`src/rtl/axi_log_drain_ctrl_if.sv`:
```
// Bus bundle between the drain controller, the logger's 32-bit BRAM slave port
// and the host-side word stream.
interface axi_log_drain_ctrl_if;
  logic        BramEn_SO;
  logic [31:0] BramAddr_DO;
  logic [3:0]  BramWrEn_SO;
  logic [31:0] BramRd_DI;
  logic [31:0] Data_DO;
  logic        Valid_SO;
  logic        Ready_SI;

  modport master (
    output BramEn_SO, BramAddr_DO, BramWrEn_SO, Data_DO, Valid_SO,
    input  BramRd_DI, Ready_SI
  );

  modport slave (
    input  BramEn_SO, BramAddr_DO, BramWrEn_SO, Data_DO, Valid_SO,
    output BramRd_DI, Ready_SI
  );
endinterface

```
`src/rtl/axi_log_drain_ctrl.sv`:
```
// Capture/drain/clear sequencer for the AXI BRAM logger.
// Define AXI_LOG_DRAIN_AUTO_EN to also start a drain on a rising edge of Full_SI.
module axi_log_drain_ctrl #(
  parameter int NUM_SER_BRAMS   = 12,
  parameter int WORDS_PER_ENTRY = 3,
  parameter int CNT_BITW        = 14,
  parameter int CLEAR_CYCLES    = 12290
) (
  input  logic                 Clk_CI,
  input  logic                 Rst_RBI,
  input  logic                 AxiValid_SI,
  input  logic                 AxiReady_SI,
  input  logic                 Full_SI,
  input  logic                 Start_SI,
  output logic                 LogEn_SO,
  output logic                 Clear_SO,
  output logic                 Busy_SO,
  output logic                 Done_SO,
  output logic [CNT_BITW-1:0]  Entries_DO,
  axi_log_drain_ctrl_if.master Bus_M
);
  localparam int DEPTH  = 1024 * NUM_SER_BRAMS;
  localparam int WIDX_W = CNT_BITW + $clog2(WORDS_PER_ENTRY + 1);
  localparam int WAIT_W = $clog2(CLEAR_CYCLES + 1);
  localparam logic [CNT_BITW-1:0] CNT_MAX = CNT_BITW'(DEPTH - 1);

  typedef enum logic [2:0] {IDLE, DRAIN, FLUSH, CLEAR, CLEAR_WAIT} state_e;

  state_e              state_q, state_d;
  logic [CNT_BITW-1:0] cnt_q, cnt_d;
  logic [WIDX_W-1:0]   words_q, words_d;
  logic [WIDX_W-1:0]   w_q, w_d;
  logic [WAIT_W-1:0]   wait_q, wait_d;
  logic                infl_q;
  logic [1:0]          occ_q, occ_d;
  logic                wr_ptr_q, rd_ptr_q;
  logic [31:0]         mem_q [2];
  logic                trig, issue, pop;

`ifdef AXI_LOG_DRAIN_AUTO_EN
  logic full_q;
  always_ff @(posedge Clk_CI or negedge Rst_RBI) begin
    if (!Rst_RBI) full_q <= 1'b0;
    else          full_q <= Full_SI;
  end
  assign trig = Start_SI | (Full_SI & ~full_q);
`else
  logic unused_full;
  assign unused_full = Full_SI;
  assign trig        = Start_SI;
`endif

  // Occupancy after this cycle's pop and returning read; a new read may only
  // be issued while that leaves room for it, so nothing can overflow.
  assign pop   = Bus_M.Valid_SO & Bus_M.Ready_SI;
  assign occ_d = occ_q + {1'b0, infl_q} - {1'b0, pop};

  assign Bus_M.Valid_SO    = (occ_q != 2'd0);
  assign Bus_M.Data_DO     = mem_q[rd_ptr_q];
  assign Bus_M.BramEn_SO   = issue;
  assign Bus_M.BramAddr_DO = issue ? (32'(w_q) << 2) : 32'd0;
  assign Bus_M.BramWrEn_SO = 4'd0;
  assign Busy_SO           = (state_q != IDLE);
  assign Entries_DO        = cnt_q;

  always_comb begin
    state_d   = state_q;
    cnt_d     = cnt_q;
    words_d   = words_q;
    w_d       = w_q;
    wait_d    = wait_q;
    issue     = 1'b0;
    LogEn_SO  = 1'b0;
    Clear_SO  = 1'b0;
    Done_SO   = 1'b0;
    unique case (state_q)
      IDLE: begin
        LogEn_SO = ~trig;
        // The handshake in the trigger cycle still counts toward N.
        if (AxiValid_SI && AxiReady_SI && cnt_q != CNT_MAX) cnt_d = cnt_q + CNT_BITW'(1);
        if (trig) begin
          words_d = WIDX_W'(cnt_d) * WIDX_W'(WORDS_PER_ENTRY);
          w_d     = '0;
          state_d = (cnt_d != '0) ? DRAIN : CLEAR;
        end
      end
      DRAIN: begin
        issue = (occ_d < 2'd2);
        if (issue) begin
          w_d = w_q + WIDX_W'(1);
          if (w_q == words_q - WIDX_W'(1)) state_d = FLUSH;
        end
      end
      FLUSH: begin
        if (occ_q == 2'd0 && !infl_q) state_d = CLEAR;
      end
      CLEAR: begin
        Clear_SO = 1'b1;
        wait_d   = WAIT_W'(CLEAR_CYCLES);
        cnt_d    = '0;
        state_d  = CLEAR_WAIT;
      end
      CLEAR_WAIT: begin
        if (wait_q <= WAIT_W'(1)) begin
          Done_SO = 1'b1;
          wait_d  = '0;
          state_d = IDLE;
        end else begin
          wait_d = wait_q - WAIT_W'(1);
        end
      end
      default: state_d = IDLE;
    endcase
  end

  always_ff @(posedge Clk_CI or negedge Rst_RBI) begin
    if (!Rst_RBI) begin
      state_q  <= IDLE;
      cnt_q    <= '0;
      words_q  <= '0;
      w_q      <= '0;
      wait_q   <= '0;
      infl_q   <= 1'b0;
      occ_q    <= 2'd0;
      wr_ptr_q <= 1'b0;
      rd_ptr_q <= 1'b0;
      mem_q[0] <= 32'd0;
      mem_q[1] <= 32'd0;
    end else begin
      state_q <= state_d;
      cnt_q   <= cnt_d;
      words_q <= words_d;
      w_q     <= w_d;
      wait_q  <= wait_d;
      infl_q  <= issue;
      occ_q   <= occ_d;
      if (infl_q) begin
        mem_q[wr_ptr_q] <= Bus_M.BramRd_DI;
        wr_ptr_q        <= ~wr_ptr_q;
      end
      if (pop) rd_ptr_q <= ~rd_ptr_q;
    end
  end
endmodule
```
`src/flat_wrapper.sv`:
```
// flat-port wrapper written by rule: the top's interface ports become plain ports
module axi_log_drain_ctrl_flat 
#(
  parameter int NUM_SER_BRAMS   = 12,
  parameter int WORDS_PER_ENTRY = 3,
  parameter int CNT_BITW        = 14,
  parameter int CLEAR_CYCLES    = 12290
)
  (Clk_CI, Rst_RBI, AxiValid_SI, AxiReady_SI, Full_SI, Start_SI, LogEn_SO, Clear_SO, Busy_SO, Done_SO, Entries_DO, Bus_M_BramEn_SO, Bus_M_BramAddr_DO, Bus_M_BramWrEn_SO, Bus_M_Data_DO, Bus_M_Valid_SO, Bus_M_BramRd_DI, Bus_M_Ready_SI);
  axi_log_drain_ctrl_if Bus_M_i ();
  input  logic Clk_CI;
  input  logic Rst_RBI;
  input  logic AxiValid_SI;
  input  logic AxiReady_SI;
  input  logic Full_SI;
  input  logic Start_SI;
  output logic LogEn_SO;
  output logic Clear_SO;
  output logic Busy_SO;
  output logic Done_SO;
  output logic [CNT_BITW-1:0] Entries_DO;
  output wire logic [$bits(Bus_M_i.BramEn_SO)-1:0] Bus_M_BramEn_SO;
  output wire logic [$bits(Bus_M_i.BramAddr_DO)-1:0] Bus_M_BramAddr_DO;
  output wire logic [$bits(Bus_M_i.BramWrEn_SO)-1:0] Bus_M_BramWrEn_SO;
  output wire logic [$bits(Bus_M_i.Data_DO)-1:0] Bus_M_Data_DO;
  output wire logic [$bits(Bus_M_i.Valid_SO)-1:0] Bus_M_Valid_SO;
  input wire logic [$bits(Bus_M_i.BramRd_DI)-1:0] Bus_M_BramRd_DI;
  input wire logic [$bits(Bus_M_i.Ready_SI)-1:0] Bus_M_Ready_SI;
  assign Bus_M_BramEn_SO = Bus_M_i.BramEn_SO;
  assign Bus_M_BramAddr_DO = Bus_M_i.BramAddr_DO;
  assign Bus_M_BramWrEn_SO = Bus_M_i.BramWrEn_SO;
  assign Bus_M_Data_DO = Bus_M_i.Data_DO;
  assign Bus_M_Valid_SO = Bus_M_i.Valid_SO;
  assign Bus_M_i.BramRd_DI = Bus_M_BramRd_DI;
  assign Bus_M_i.Ready_SI = Bus_M_Ready_SI;
  axi_log_drain_ctrl #(.NUM_SER_BRAMS(NUM_SER_BRAMS), .WORDS_PER_ENTRY(WORDS_PER_ENTRY), .CNT_BITW(CNT_BITW), .CLEAR_CYCLES(CLEAR_CYCLES)) u_core (.Clk_CI(Clk_CI), .Rst_RBI(Rst_RBI), .AxiValid_SI(AxiValid_SI), .AxiReady_SI(AxiReady_SI), .Full_SI(Full_SI), .Start_SI(Start_SI), .LogEn_SO(LogEn_SO), .Clear_SO(Clear_SO), .Busy_SO(Busy_SO), .Done_SO(Done_SO), .Entries_DO(Entries_DO), .Bus_M(Bus_M_i));
endmodule
```
`config.mk`:
```
export PLATFORM = sky130hd
export DESIGN_NAME = axi_log_drain_ctrl_flat
export DESIGN_NICKNAME = d
export VERILOG_FILES = /design/src/rtl/axi_log_drain_ctrl_if.sv /design/src/rtl/axi_log_drain_ctrl.sv /design/src/flat_wrapper.sv
export SDC_FILE = /design/constraint.sdc
export NUM_CORES = 1
export LEC_CHECK = 0
export ABC_AREA = 1
export CAP_MARGIN = 20
export CORE_MARGIN = 5
export CORE_UTILIZATION = 55
export CTS_CLUSTER_DIAMETER = 100
export DETAILED_ROUTE_END_ITERATION = 16
export GPL_TIMING_DRIVEN = 1
export PLACE_DENSITY = 0.93
export SLEW_MARGIN = 20
export SYNTH_ARGS = -nofsm -noshare
export SYNTH_HDL_FRONTEND = slang
export SYNTH_SLANG_ARGS = --single-unit
```
`constraint.sdc`:
```
create_clock -name Clk_CI -period 7.5 [get_ports Clk_CI]
set_input_delay 1.5 -clock Clk_CI [delete_from_list [all_inputs] [get_ports Clk_CI]]
set_output_delay 1.5 -clock Clk_CI [all_outputs]
set_load 0.05 [all_outputs]
```
Yosys cells after proc, flatten, opt, wreduce, memory -nomap -nowiden
Cells that the tools add are included.
Widths: inputs -> output; s select.

word-level totals
  register bits = 132
  bits of input ports = 39
  output and inout bits = 88
  logic and storage cells = 83

operators by class
  add/subtract/negate cells = 6
  multipliers = 1
  magnitude comparators = 5
  eq/ne operators = 11
  mux-type cells = 27
  bitwise operators = 6
  reduce and logical (&&, ||, !) cells = 16

operator list
  operator               number
  $mux 32                4
  $bwmux 64              1
  $pmux 14 s2            2
  $mux 14                3
  $demux 32 s1           1
  $mux 16                2
  $pmux 16 s2            1
  $mux 18                1
  $add 16x1->16 const B  1
  $eq 16x16->1           1
  $mul 14x2->16 const B  1
  $sub 16x1->16 const B  1
  $mux 3                 5
  $pmux 3 s5             1
  $add 14x1->14 const B  1
  $le 14x1->1 const B    1
  $ne 14x14->1 const B   1
  $reduce_bool 14->1     1
  $sub 14x1->14 const B  1
  $ne 2x1->1 const B     4
  $reduce_bool 2->1      4
  $eq 3x2->1 const B     2
  $mux 1                 5
  $reduce_and 5->1       1
  other kinds (19)       26

Longest topological paths before layout
  word-level depth = 8
  depth in mapped cells = 23
  gate-level depth less buffers = 23

Worst setup path before layout
OpenSTA, ideal clock, no wires.

  path type = input to output
  start point = input port Bus_M_Ready_SI
  end point = output port Bus_M_BramAddr_DO[10]
  data arrival time = 3,330 ps
  data required time = 6,000 ps
  path slack = 2,670 ps
  stages on the path = 9
  path buffers = 1
  path through = nand2_1 -> inv_1 -> ha_1 -> inv_1 -> ha_1 -> xor2_2 -> nand2_4 -> clkbuf_1 -> nor2_1

on the way
  longest elaborated chain between the ends = 5

RTL lines
  element               RTL line                  RTL
  start: declaration    flat_wrapper.sv:28        input wire logic [$bits(Bus_M_i.Ready_SI)-1:0] Bus_M_Ready_SI;
  $and 1x1->1           axi_log_drain_ctrl.sv:55  assign pop = Bus_M.Valid_SO & Bus_M.Ready_SI;
  named net u_core.pop  axi_log_drain_ctrl.sv:38  logic trig, issue, pop;
  $sub 2x1->2           axi_log_drain_ctrl.sv:56  assign occ_d = occ_q + {1'b0, infl_q} - {1'b0, pop};
  $lt 2x2->1            axi_log_drain_ctrl.sv:88  issue = (occ_d < 2'd2);
  $mux 1                axi_log_drain_ctrl.sv:76  unique case (state_q)
  $mux 18               axi_log_drain_ctrl.sv:61  assign Bus_M.BramAddr_DO = issue ? (32'(w_q) << 2) : 32'd0;
  end: declaration      flat_wrapper.sv:23        output wire logic [$bits(Bus_M_i.BramAddr_DO)-1:0] Bus_M_BramAddr_DO;

The timed path passes the listed nets, and every way through them passes these cells.

Worst setup path after layout
  start point = input port Bus_M_Ready_SI
  end point = output port Bus_M_BramAddr_DO[3]

The elaborated chain is that of the path after synthesis.

==> reports/results.ini <==
[timing]
finalSetupViolations = 0
layout_setup_ws_ps = 1970
drv_slew = 0
period_needed_ps = 5530
fin_crit_sh = 0.737
hold_violations = 0
fin_setup_tns_ps = 0
finClkSkew_ps = 8.22
worst_pin_slew_ps = 970
grt_setup_unrepaired = false
fmax_ghz = 0.181
maxSlewHeadroom = 0.353

[worst_hold_path]
hold_path.startpoint = u_core.mem_q[28]
hold_path.class = flip-flop to flip-flop
holdPathStages = 2

[routing]
wire_per_inst_um = 14.5
ant_nets = 0
viasPerCell = 5.46
topRoutingLayerUsed = met4
firstDrtPassIters = 5
wl_met2_mm = 9.98
drc = 0
dr_wl_met3_mm = 1.33
drtIter0Drc = 829
wirelength_met1_mm = 8.01
vias = 7491
routed_wl_mm = 19.9

[run]
cap_violations = 0

[setup_path]
critPathCaptureType = output pin
worstSetupPathType = primary input to output pin
cp_data_required_time_ps = 6000
rrSetupSlack_ps = 3900
reg2reg_depth = 19
arrival_ps = 4030
endpoint = Bus_M_BramAddr_DO[3]
critPathMaxFanout = 18
rr_startpoint = u_core.Entries_DO[1]
start_kind = primary input
reg2reg_to = u_core.words_q[12]
crit_start = Bus_M_Ready_SI

[global_route]
grt_usage = 0.238
grt_pass1_vias = 7105
grt_max_degree = 79
grt_overflow = 0
antenna_found_initial = 0
grt_pass1_wl_mm = 33.1

[cts]
clock_latency_ps = 430
cts_root_buf = clkbuf_16
cts.sinks = 132
ctsHoldBuffers = 0
post_cts_buffers = 0
cts_buffers = 17
tritoncts = yes
htreeDepth = 4
clkTransAtPathRegs_ps = 60
cts_resized = 0
clk_path_buf_depth = 2

[place]
numPortBuffers = 105
placedCellCount = 1338
pre_cts_ws_ps = 1980
place_area_mm2 = 0.00909
hpwl_mm = 13.7
globalplace.congestion = 0.916

[cells_and_area]
drive_gt1_frac = 0.0548
final_cell_count_no_fill = 1371
antennaDiodeCount = 0
stdcell_area_mm2 = 0.00972
final_cell_mix = 328 x nand2_1, 132 x inv_1, 132 x dfrtp_1
nNetsFinal = 1243
syn_to_final_growth_pct = 21.6
fillers = 1086
layout_commonest_cell = nand2_1

[pwr]
p_int_w = 0.00236
clkPwrFrac = 0.180
p_sw_frac = 0.502
seqPwrFrac = 0.261
comb_power_share = 0.559
p_switching_w = 0.00238
p_per_area_mw_per_mm2 = 487
peakVddDrop_mv = 0.395
p_leak_nw = 4.83

[floorplanning]
coreArea_mm2 = 0.0144
die_w_um = 131
die_area_mm2 = 0.0170
rows = 44
initial_core_util = 0.556
die_y_um = 131
io_pins = 127

[logic_synthesis]
ys.warnings.count = 0
synth_seq_area_share = 0.413
synth-seq-cells = 132
postSynthAreaPerCell_um2 = 7.42
syn_area_mm2 = 0.00800
synth_edf_count = 0
synth_cells = 1078
synth-async-reset-ratio = 1.00
yosysUniqueCellTypes = 45
synth-main-ff-cell = dfrtp_1

[status]
outcome = finished, final reports clean

## cell families after synthesis
| family | synth area share |
|---|---|
| fa+ha+maj | 0.0479 |
| compound gates | 0.102 |
| xor+xnor | 0.0587 |
| simple gates | 0.278 |
| buf+inv | 0.100 |
| other cells | 0.000469 |
| flops | 0.413 |
## power by group through the flow
stage	logic, W	registers (W)	clock network, W
floorplan	0.00181	0.00129	0
global placement	0.00253	0.00122	0
finish	0.00265	0.00124	0.000854
CTS	0.00262	0.00123	0.000861
detailed placement	0.00259	0.00123	0
global route	0.00291	0.00127	0.000891
## cells in the mapped netlist, types with 2 or more instances
cell type,count,share of area
nor3_1,14,0.0088
o31ai_1,6,0.0056
nor2_1,90,0.042
dfrtp_1,132,0.41
ha_1,29,0.045
xnor2_1,9,0.0099
xor2_1,39,0.043
nor4_1,7,0.0055
a21oi_1,17,0.011
clkinv_1,2,0.00094
o21ai_0,100,0.063
nand4_1,16,0.013
nand2_2,3,0.0023
o22ai_1,18,0.014
nor3_2,2,0.0025
buf_4,20,0.019
nand2_1,328,0.15
o21bai_1,2,0.0019
nand2_4,2,0.0028
nor2_2,5,0.0039
nand3b_1,5,0.0047
inv_1,132,0.062
or2_2,5,0.0039
clkbuf_1,24,0.011
buf_2,5,0.0031
nand3_1,42,0.026
xor2_2,2,0.0041
nor3_4,2,0.0041
a21o_1,2,0.0019
inv_2,3,0.0014
## layout make-up
| class | instances | area (um^2) | share of cell area |
|---|---|---|---|
| multi-input cells | 776 | 3960 | 0.408 |
| flip-flops and latches | 132 | 3300 | 0.340 |
| repair buffers | 109 | 1100 | 0.113 |
| inverters | 138 | 520 | 0.0535 |
| clock buffers | 17 | 425 | 0.0437 |
| well taps | 184 | 230 | 0.0237 |
| clock inverters | 15 | 183 | 0.0188 |
## routing by layer
layer | track usage | vias to the layer above
met3 | 0.0484 | 43
met2 | 0.395 | 313
li1 | - | 3575
met4 | 0.0944 | 0
met1 | 0.306 | 3560
met5 | 0 | -
## critical path, cell delays in order
cell and delay, ps:
clkdlybuf4s50_1 400, nand2_1 100, inv_1 50, ha_1 260, inv_1 40, ha_1 200
xor2_2 250, nand2_4 190, nor2_1 160, clkdlybuf4s50_1 870
## per-stage QoR
step,power (W),util,hold WS [ps]
global placement,0.00375,0.632,466
finish,0.00474,0.677,486
floorplan,0.00311,-,453
CTS,0.00471,0.675,489
global route,0.00507,0.677,507
detailed placement,0.00383,0.632,473
## worst min path at each step
stage | to | slack (ps)
floorplan | u_core.mem_q[30] | 450
CTS | u_core.mem_q[56] | 490
detailed placement | u_core.mem_q[25] | 470
global placement | u_core.mem_q[8] | 470
finish | u_core.mem_q[28] | 490
global route | u_core.mem_q[5] | 510
## registers in the layout, indices dropped and copies added (netlist names)
| name | cells |
|---|---|
| u_core.rd_ptr_q | 1 |
| u_core.wr_ptr_q | 1 |
| u_core.Entries_DO | 14 |
| u_core.wait_q | 14 |
| u_core.w_q | 16 |
| u_core.mem_q | 64 |
| u_core.state_q | 3 |
| u_core.occ_q | 2 |
| u_core.infl_q | 1 |
| u_core.words_q | 16 |
(Power assumes the default switching activity.)
